--- config.mk ---
export PLATFORM = sky130hd
export DESIGN_NAME = alu_result_stage
export DESIGN_NICKNAME = d
export VERILOG_FILES = /design/src/rtl/alu_result_stage.sv
export SDC_FILE = /design/constraint.sdc
export NUM_CORES = 1
export LEC_CHECK = 0
export ABC_AREA = 1
export CAP_MARGIN = 20
export CORE_MARGIN = 5
export CORE_UTILIZATION = 25
export CTS_BUF_LIST = sky130_fd_sc_hd__clkbuf_8
export DETAILED_ROUTE_END_ITERATION = 7
export SLEW_MARGIN = 20
export SYNTH_ARGS = -nofsm -noshare
export SYNTH_HDL_FRONTEND = slang
export SYNTH_SLANG_ARGS = --single-unit
--- constraint.sdc ---
create_clock -name clk -period 3.2 [get_ports clk]
set_input_delay 0.64 -clock clk [delete_from_list [all_inputs] [get_ports clk]]
set_output_delay 0.64 -clock clk [all_outputs]
set_load 0.02 [all_outputs]
--- src/rtl/alu_result_stage.sv ---
`default_nettype none
// ============================================================================
// Module   : alu_result_stage
// Purpose  : Registered two-entry skid buffer behind the ALU result merge.
//            Captures result/carry/overflow/opcode, derives the zero flag
//            at capture, and hands results to the consumer under a
//            valid/ready handshake. Keeps a wrapping retire counter.
// Revision : 1.0  initial release
// ============================================================================
module alu_result_stage (
  input  logic        clk,
  input  logic        reset,
  input  logic        in_valid,
  output logic        in_ready,
  input  logic [31:0] in_result,
  input  logic        in_carryout,
  input  logic        in_overflow,
  input  logic [2:0]  in_opcode,
  output logic        out_valid,
  input  logic        out_ready,
  output logic [31:0] out_result,
  output logic        out_zero,
  output logic        out_carryout,
  output logic        out_overflow,
  output logic [2:0]  out_opcode,
  output logic [15:0] retire_count
);

  // Occupancy states; the encoding doubles as the entry count.
  localparam logic [1:0] S_EMPTY = 2'd0;
  localparam logic [1:0] S_ONE   = 2'd1;
  localparam logic [1:0] S_TWO   = 2'd2;

  logic [1:0]  state_q;
  logic [1:0]  state_d;
  logic        wptr_q;
  logic        rptr_q;
  logic [15:0] retire_q;

  logic [31:0] result_q   [2];
  logic        zero_q     [2];
  logic        carry_q    [2];
  logic        overflow_q [2];
  logic [2:0]  opcode_q   [2];

  logic        push;
  logic        pop;
  logic        flags_kept;

  // Handshakes qualify against the registered ready/valid only.
  assign push = in_valid && in_ready;
  assign pop  = out_valid && out_ready;

  // Carry/overflow are meaningful only for the adder opcodes (ADD=0, SUB=1).
  assign flags_kept = (in_opcode[2:1] == 2'b00);

  // State register: occupancy tracks the number of buffered entries.
  always_ff @(posedge clk or posedge reset) begin
    if (reset) begin
      state_q <= S_EMPTY;
    end else begin
      state_q <= state_d;
    end
  end

  // Next-state logic: +1 on push only, -1 on pop only, hold otherwise.
  always_comb begin
    state_d = state_q;
    case (state_q)
      S_EMPTY: if (push)          state_d = S_ONE;
      S_ONE: begin
        if (push && !pop)         state_d = S_TWO;
        else if (pop && !push)    state_d = S_EMPTY;
      end
      S_TWO:   if (pop)           state_d = S_ONE;
      default:                    state_d = S_EMPTY;
    endcase
  end

  // Output logic: handshake flags come straight from the registered state.
  always_comb begin
    in_ready  = (state_q != S_TWO);
    out_valid = (state_q != S_EMPTY);
  end

  // Pointer and retire counter update; the counter wraps naturally at 16 bits.
  always_ff @(posedge clk or posedge reset) begin
    if (reset) begin
      wptr_q   <= 1'b0;
      rptr_q   <= 1'b0;
      retire_q <= 16'd0;
    end else begin
      if (push) wptr_q <= ~wptr_q;
      if (pop) begin
        rptr_q   <= ~rptr_q;
        retire_q <= retire_q + 16'd1;
      end
    end
  end

  // Entry storage; cleared on reset so head outputs are never X.
  always_ff @(posedge clk or posedge reset) begin
    if (reset) begin
      for (int i = 0; i < 2; i++) begin
        result_q[i]   <= 32'd0;
        zero_q[i]     <= 1'b0;
        carry_q[i]    <= 1'b0;
        overflow_q[i] <= 1'b0;
        opcode_q[i]   <= 3'd0;
      end
    end else if (push) begin
      result_q[wptr_q]   <= in_result;
      zero_q[wptr_q]     <= (in_result == 32'd0);
      carry_q[wptr_q]    <= in_carryout && flags_kept;
      overflow_q[wptr_q] <= in_overflow && flags_kept;
      opcode_q[wptr_q]   <= in_opcode;
    end
  end

  // Head entry is always presented, valid or not.
  always_comb begin
    out_result   = result_q[rptr_q];
    out_zero     = zero_q[rptr_q];
    out_carryout = carry_q[rptr_q];
    out_overflow = overflow_q[rptr_q];
    out_opcode   = opcode_q[rptr_q];
    retire_count = retire_q;
  end

endmodule
`default_nettype wire

-- Word level (Yosys, flattened, before mapping)
Cells that the tools add are included.
- register bits: 96
- logic and storage cells: 73
- input bits: 41
- output and inout bits: 56
- bitwise operators: 4
- reduce and logical (&&, ||, !) cells: 14
- add/subtract/negate cells: 1
- muxes and demuxes: 31
- eq/ne operators: 6
- magnitude comparators: 3
- operators by type and width (cell ; count):
    $mux 32 ; 4
    $bwmux 64 ; 1
    $demux 32 s1 ; 1
    $logic_not 32->1 ; 1
    $add 16x1->16 const B ; 1
    $mux 3 ; 4
    $mux 1 ; 10
    $mux 2 ; 4
    $logic_and 1x1->1 ; 7
    $bwmux 2 ; 3
    $bwmux 6 ; 1
    $ne 2x2->1 const B ; 3
    $pmux 2 s3 ; 1
    $ge 2x2->1 const B ; 2
    $logic_not 2->1 ; 2
    $not 1->2 ; 2
    $demux 3 s1 ; 1
    $ne 3x3->1 const B ; 1
    $reduce_and 3->1 ; 1
    $eq 2x1->1 const B ; 1
    $eq 2x2->1 const B ; 1
    $logic_not 1->1 ; 2
    $lt 2x1->1 const B ; 1
    $not 1->1 ; 2
    2 further kinds ; 2

-- Logic depth before layout (Yosys ltp)
Gate-level depths: netlist of run 1.
- depth after elaboration: 7
- depth in mapped cells: 8
- depth with buffers taken out: 8

-- Worst setup path after synthesis of run 1
No wires, ideal clock.
- path kind: flip-flop to output port
- start: register rptr_q
- end: output port out_result[3]
- path buffers: 2
- required time: 2.560 ns
- slack: 1.356 ns
- stages on the path, launching flop included: 4
- arrival: 1.204 ns
- cells stage by stage: dfrtp_1 buf_2 clkbuf_1 o21ai_0
- cells in the longest elaborated chain, start to end: 4
- ends and longest elaborated chain (item ; line ; text):
    start, declared ; 37 ; logic rptr_q;
    start signal, assigned ; 95 ; rptr_q <= ~rptr_q;
    $not 1->2 (implied by the code) ; 122 ; out_result = result_q[rptr_q];
    $mux 32 (implied by the code) (3 in a row) ; 122 ;
    end, declared ; 21 ; output logic [31:0] out_result,
No other way between the ends. The select of a mux whose other input is x is not followed.

-- Worst setup path after layout of run 1
- start: register rptr_q
- end: output port out_result[0]
Same word-level chain as after synthesis.

==> summary.md, run 1 <==
| Metric | Value |
|---|---|
| Setup crit end kind | output pin |
| Reg2reg start | state_q[0] |
| Clock latency on the worst-skew pair | 390 ps |
| Clock Pin Slew Worst Setup and Hold Paths | 90 ps |
| Post-Place Setup Slack | about 740 ps |
| Yosys warns | 0 |
| Share of layout cells above drive strength 1 | 6.72% |
| Unique masters post-synth | 28 |
| Top cell family by delay on the critical path | buffers and inverters |
| Post-synth EDFFs | 0 |
| # diodes | 0 |
| H-tree Lvls | 3 |
| Reg2Reg Setup Slack | 1590 ps |
| DR vias/cell | 4.14 |
| Initial antenna violation count | 0 |
| Maximum VDD drop | ~0.00046 V |
| Total congestion overflow | 0 |
| Reg-to-Reg End | state_q[0] |
| Core region area | approximately 0.018 mm^2 |
| Slowest stage delay, CP | ~660 ps |
| Average wire per standard cell | between 10 and 15 um |
| Setup bufs post-CTS | 0 |
| Clock sink total | 96 |
| Via count of the first global-routing pass | 3,551 |
| Outcome | complete, no violations |
| CP Cell Sequence | buf_12 > nand2_1 > o21ai_0 > clkdlybuf4s50_1 |
| Post-Place Cell Area | ~0.0057 mm^2 |
| Final hold violations | 0 |
| Ys async rst share | 100% |
| Commonest non-fill, non-tap cells in the layout | nand2_1, clkdlybuf4s50_1, dfrtp_1, o21ai_0, inv_1 |
| Largest area contributor in the netlist | dfrtp_1 |
| Critical path's slowest cell | dfrtp_2 |
| Share of the synthesized area in the top cell type | 53.2% |
| Startpoint Class | flop |
| Routability cong. | around 0.73 |
| Root buf cell | clkbuf_8 |
| Fin area | 0.00591 mm^2 |
| Hold wc startpoint | result_q[0] |
| Rel. slew slack | 55.2% |
| Number of port buffers | between 90 and 100 |
| Post-cts sizing count | 0 |
| Die Ht | 144 um |
| Min Hold Slack | roughly 480 ps |
| Initial DRT Pass Iterations | 4 |
| DP Wirelength | 7.80 mm |
| WP data required | around 2600 ps |
| Final clock skew | ~21 ps |
| Wirelength, routed | between 10 and 15 mm |
| Largest net degree at the start of global routing | 52 |
| Post-route ant nets | 0 |
| Final setup viols | 0 |
| Largest cells by area after synthesis | dfrtp_1, nand2_1, o21ai_0, inv_1, nor2_1 |
| Worst Hold Class | flop to flop |
| MaxCap Viol Count | 0 |
| Setup TNS Final | 0 ps |
| Crit Path Max Fanout | between 40 and 50 |
| WHS Endpoint | result_q[0] |
| Cells after Synth | about 560 |
| Commonest non-fill, non-tap cell in the layout | nand2_1 |
| Clk buf depth | 2 |
| Arr. time, crit path | ~2200 ps |
| Top FF cell, synth | dfrtp_1 |
| FILL cells | ~1,900 |
| Post-CTS Hold Fix Bufs | 0 |
| CTS tree | done |
| Row count | 49 |
| Final WS setup | 392 ps |
| CP Buf/Inv Count | 2 |
| Cell area after synthesis | 0.00452 mm^2 |
| First-pass GRT wire length | around 18 mm |
| DR iter-0 viols | between 150 and 200 |
| GRT Util Overall | between 10 and 15% |
| Mapped Nets | 602 |
| Hold Path Depth | 2 |
| Fmax | around 360 MHz |
| Setup CP Type | flop to output pin |
| Sequential fraction of the synthesis area | between 50 and 60% |
| Power density over the cells | between 900 and 1000 mW/mm^2 |
| Period utilisation layout | between 80% and 90% |
| R2R cell count | 8 |
| Multi-input logic area | 0.00174 mm^2 |
| Final net count | approximately 690 |
| LEAKAGE | around 0.0028 uW |
| Vias | about 3,700 |
| Slew Limit Fails | 0 |
| Final min period | 2810 ps |
| FF/Latch Area | approximately 0.0024 mm^2 |
| DRC Markers | 0 |
| Initial Utilization | between 20% and 30% |
| Synth-to-layout area growth | 31.0% |
| IO Pins | 97 |
| Cells after DPL | between 800 and 900 |
| Cell Count, Final, Fillers Out | just under 900 |
| Die X | 144 um |
| RSZ-0062 raised after global routing | no |
| Avg Synthesized Cell Area | just over 8 um^2 |
| TritonCTS buffer count | 9 |
| Worst-Margin Slew | around 670 ps |
| Seq cells post-synth | 96 |
| Die ar. | 0.0208 mm^2 |
## layout make-up
class | instances | area share (%)
inverter | 60 | 3.89
timing repair buffer | 102 | 17.4
clock buffer | 9 | 2.09
tap | 229 | 4.85
multi-input combinational | 381 | 29.5
clock inverter | 7 | 1.63
sequential | 96 | 40.6
## cells in the mapped netlist (4+ instances only)
| cell type | n |
|---|---|
| nand2_1 | 231 |
| dfrtp_1 | 96 |
| o21ai_0 | 74 |
| inv_1 | 56 |
| nor2_1 | 29 |
| nand3_1 | 10 |
| buf_4 | 7 |
| clkbuf_1 | 7 |
| xor2_1 | 5 |
| buf_6 | 4 |
| nand2_4 | 4 |
| o21ai_2 | 4 |
| xnor2_1 | 4 |
## registers in the layout, indices dropped and copies added (netlist names)
| signal | cells |
|---|---|
| zero_q | 2 |
| opcode_q | 6 |
| overflow_q | 2 |
| state_q | 2 |
| retire_count | 16 |
| wptr_q | 1 |
| rptr_q | 1 |
| carry_q | 2 |
| result_q | 64 |
## cell families after synthesis
family	count (synthesis)	share of synthesized area [%]
xor gates and xnor gates	9	1.75
and+or+nand+nor	287	26.6
AOI/OAI and AO/OA	83	9.67
adders and majority gates	2	0.554
buffers and inverters	82	8.23
DFF	96	53.2
## tightest hold or removal path, stage by stage, from the launching register on
cell and delay (ps):
dfrtp_1 350, nand2_1 50, nand2_1 40
## through the flow
stage | util (%) | power, uW
finish | 33.0 | 5450
global placement | 31.8 | 4610
CTS | 33.0 | 5560
detailed placement | 31.8 | 4650
floorplan | - | 3550
global route | 33.0 | 5890
## worst max path at each step
| stage | slack [ps] | to | startpoint | depth (start not counted) |
|---|---|---|---|---|
| after floorplan | 50 | carry_q[0] | reset | 1 |
| after global placement | 750 | out_result[0] | rptr_q | 4 |
| after detailed placement | 740 | out_result[0] | rptr_q | 4 |
| after CTS | 320 | out_result[0] | rptr_q | 4 |
| after global routing | 260 | out_result[0] | rptr_q | 4 |
| final | 390 | out_result[0] | rptr_q | 4 |
## report_power, final
group          switching (uW)  internal (uW)  leakage (uW)
registers                 291           1700       0.00120
clock network             452            443      0.000113
logic                    1490           1070       0.00149
## metal layers
layer,share of wire [%],up-vias,wire [um],GRT usage (%)
met5,0,-,0,0
met4,1.1,0,120,3.98
met3,5.4,9,601,2.94
met2,48,71,5380,17.9
met1,45,1686,5060,14.2
li1,-,1897,-,-
Note: power is estimated with default switching activity, not from simulation.
==> run 2, diff against run 1 <==
--- a/config.mk
+++ b/config.mk
@@ -5,12 +5,12 @@
 export SDC_FILE = /design/constraint.sdc
 export NUM_CORES = 1
 export LEC_CHECK = 0
-export ABC_AREA = 1
 export CAP_MARGIN = 20
 export CORE_MARGIN = 5
 export CORE_UTILIZATION = 25
 export CTS_BUF_LIST = sky130_fd_sc_hd__clkbuf_8
 export DETAILED_ROUTE_END_ITERATION = 7
+export RECOVER_POWER = 100
 export SLEW_MARGIN = 20
 export SYNTH_ARGS = -nofsm -noshare
 export SYNTH_HDL_FRONTEND = slang
==> summary.md, run 2 <==
| Metric | Value |
|---|---|
| Outcome | finished with violations (was complete, no violations) |
| Failing checks | max-capacitance violations, max-slew violations |
| Routability cong. | 0.708 (was 0.729) |
| Row count | 47 (was 49) |
| H-tree Lvls | 3 (unchanged) |
| Arr. time, crit path | 2330 ps (was 2170 ps) |
| Sequential fraction of the synthesis area | 56.1% (was 53.2%) |
| Initial Utilization | 25.6% (was 25.2%) |
| Number of port buffers | 96 (unchanged) |
| Maximum VDD drop | 0.000460 V (was 0.000458 V) |
| DR iter-0 viols | 84 (was 164) |
| TritonCTS buffer count | 9 (unchanged) |
| Ys async rst share | 100% (unchanged) |
| RSZ-0062 raised after global routing | no (unchanged) |
| Cell area after synthesis | 0.00428 mm^2 (was 0.00452 mm^2) |
| Cells after DPL | 610 (was 868) |
| DRC Markers | 0 (unchanged) |
| Worst-Margin Slew | 1930 ps (was 672 ps) |
| Worst Hold Class | flop to flop (unchanged) |
| Yosys warns | 0 (unchanged) |
| Post-CTS Hold Fix Bufs | 0 (unchanged) |
| Vias | 2,754 (was 3,663) |
| Period utilisation layout | 92.8% (was 87.8%) |
| Setup CP Type | flop to output pin (unchanged) |
| Top cell family by delay on the critical path | flip-flops (was buffers and inverters) |
| Via count of the first global-routing pass | 3,021 (was 3,551) |
| WP data required | 2560 ps (about the same) |
| DR vias/cell | 4.40 (was 4.14) |
| Final net count | 444 (was 693) |
| Top-count cell post-synth | dfrtp_1 (was nand2_1) |
| MaxCap Viol Count | 1 (was 0) |
| Final setup viols | 0 (unchanged) |
| Crit Path Max Fanout | 25 (was 48) |
| Slowest stage delay, CP | 820 ps (was 660 ps) |
| Post-route ant nets | 0 (unchanged) |
| LEAKAGE | 0.00237 uW (was 0.00281 uW) |
| Avg Synthesized Cell Area | 14.1 um^2 (was 8.08 um^2) |
| Largest cells by area after synthesis | dfrtp_1, mux2_2, mux2_4, xnor2_1, nand2_1 (was dfrtp_1, nand2_1, o21ai_0, inv_1, nor2_1) |
| Average wire per standard cell | 16.1 um (was 12.6 um) |
| Total congestion overflow | 0 (unchanged) |
| CP Cell Sequence | buf_12 > mux2_2 > clkdlybuf4s50_1 (was buf_12 > nand2_1 > o21ai_0 > clkdlybuf4s50_1) |
| Core region area | 0.0167 mm^2 (was 0.0179 mm^2) |
| Unique masters post-synth | 26 (was 28) |
| Cells after Synth | 303 (was 559) |
| Seq cells post-synth | 96 (unchanged) |
| Setup bufs post-CTS | 0 (unchanged) |
| First-pass GRT wire length | 16.7 mm (was 18.0 mm) |
| Slew Limit Fails | 42 (was 0) |
| Startpoint Class | flop (unchanged) |
| Die ar. | 0.0198 mm^2 (was 0.0208 mm^2) |
| Root buf cell | clkbuf_8 (unchanged) |
| CTS tree | done (unchanged) |
| Die Ht | 141 um (was 144 um) |
| Share of layout cells above drive strength 1 | 29.1% (was 6.72%) |
| # diodes | 0 (unchanged) |
| Clk buf depth | 2 (unchanged) |
| Power density over the cells | 972 mW/mm^2 (was 922 mW/mm^2) |
| Fmax | 337 MHz (was 356 MHz) |
| Top FF cell, synth | dfrtp_1 (unchanged) |
| Setup TNS Final | 0 ps (unchanged) |
| Post-cts sizing count | 0 (unchanged) |
| CP Buf/Inv Count | 2 (unchanged) |
| Initial antenna violation count | 0 (unchanged) |
| Post-synth EDFFs | 0 (unchanged) |
| Initial DRT Pass Iterations | 3 (was 4) |
| GRT Util Overall | 10.7% (was 11.0%) |
| Share of the synthesized area in the top cell type | 56.1% (was 53.2%) |
| IO Pins | 97 (unchanged) |
| Rel. slew slack | -29.2% (was 55.2%) |
| Clock Pin Slew Worst Setup and Hold Paths | 100 ps (was 90 ps) |
| Wirelength, routed | 10.1 mm (was 11.2 mm) |
| Commonest non-fill, non-tap cells in the layout | mux2_2, dfrtp_1, clkdlybuf4s50_1, dlygate4sd3_1, nand2_1 (was nand2_1, clkdlybuf4s50_1, dfrtp_1, o21ai_0, inv_1) |
| Synth cell count leaders | dfrtp_1, mux2_2, nand2_1, xnor2_1, nor4_1 (was nand2_1, dfrtp_1, o21ai_0, inv_1, nor2_1) |
| Mapped Nets | 346 (was 602) |
| Final hold violations | 0 (unchanged) |
| Max reg flops | 64 (unchanged) |
| Cell Count, Final, Fillers Out | 626 (was 884) |
| Final clock skew | 10.4 ps (was 20.8 ps) |
| Clock latency on the worst-skew pair | 360 ps (was 390 ps) |
| Largest register by flop count | result_q (unchanged) |
| Final min period | 2970 ps (was 2810 ps) |
| Synth-to-layout area growth | 31.9% (was 31.0%) |
| Die X | 141 um (was 144 um) |
| Critical path's slowest cell | dfrtp_2 (unchanged) |
| Largest area contributor in the netlist | dfrtp_1 (unchanged) |
| Largest net degree at the start of global routing | 56 (was 52) |
| Clock sink total | 96 (unchanged) |
| Reg2Reg Setup Slack | 690 ps (was 1590 ps) |
| DP Wirelength | 7.10 mm (was 7.80 mm) |
| Setup crit end kind | output pin (unchanged) |
run 2: changes by cell type in the layout (fill, tap and decap cells not counted), moves of 24 or more:
| cell | before | now |
|---|---|---|
| clkdlybuf4s50_1 | 96 | 50 |
| dlygate4sd3_1 | 0 | 46 |
| inv_1 | 56 | 6 |
| mux2_2 | 0 | 95 |
| nand2_1 | 231 | 18 |
| nor2_1 | 29 | 5 |
| o21ai_0 | 74 | 6 |
run 2: per-stage QoR:
| step | total power, uW | utilization [%] | setup slack, ps | instance area [um^2] | hold WS, ps |
|---|---|---|---|---|---|
| 2_1_floorplan | 3780 | - | 54.6 | 4280 | 450 |
| 3_3_place_gp | 4910 | 33.1 | 614 | 5520 | 466 |
| 3_5_place_dp | 4980 | 33.1 | 601 | 5520 | 476 |
| 4_1_cts | 5790 | 34.2 | 155 | 5710 | 493 |
| 5_1_grt | 5860 | 33.8 | 114 | 5640 | 502 |
| 6_report | 5490 | 33.8 | 232 | 5640 | 485 |
run 2: worst paths after layout:
| path | start | endpoint | depth (start not counted) |
|---|---|---|---|
| worst max-delay path | rptr_q | out_opcode[1] | 3 |
| worst min-delay path | retire_count[15] | retire_count[15] | 1 |
| worst max register to register | state_q[0] | result_q[34] | 5 |
| worst min register to register | retire_count[15] | retire_count[15] | 1 |
| max in group asynchronous | reset | result_q[40] | 3 |
| min in group asynchronous | reset | result_q[33] | 2 |
run 2: worst reg2reg max path, stage by stage, from the launching register on:
cell      delay, ps
dfrtp_1         420
nand2b_2        240
nand2_1         120
or2_0           950
buf_12          300
mux2_1          370
run 2: report_power, final:
part           leakage (uW)  internal (uW)  total, uW  switching (uW)
clock network      0.000105            342        764             422
logic               0.00110           1440       2630            1180
registers           0.00117           1740       2090             358
run 2: final cells by class:
class	instances	area (um^2)
clock buffer	12	165
clock inverter	4	21.3
fill	1646	11100
inverter	6	25.0
multi-input combinational	188	1730
sequential	96	2400
tap	220	275
timing repair buffer	100	1030
run 2: logic make-up (layout without fill, tap and decap cells):
family	Yosys count	after routing	synth area share [%]
multiplexers	111	111	29.7
flip-flops	96	96	56.1
AND/OR/NAND/NOR	53	53	7.34
buffers and inverters	19	122	2.25
XOR/XNOR	16	16	3.27
AO/OA/AOI/OAI	6	6	0.702
adder cells (fa/ha/maj)	2	2	0.585
run 2: layer usage:
layer  GRT usage, %  wire length [um]  up-vias
li1               -                 -     1270
met5              0                 0        -
met3           3.56               487        7
met4           3.06               102        0
met2           17.3              4970       53
met1           13.6              4520     1424
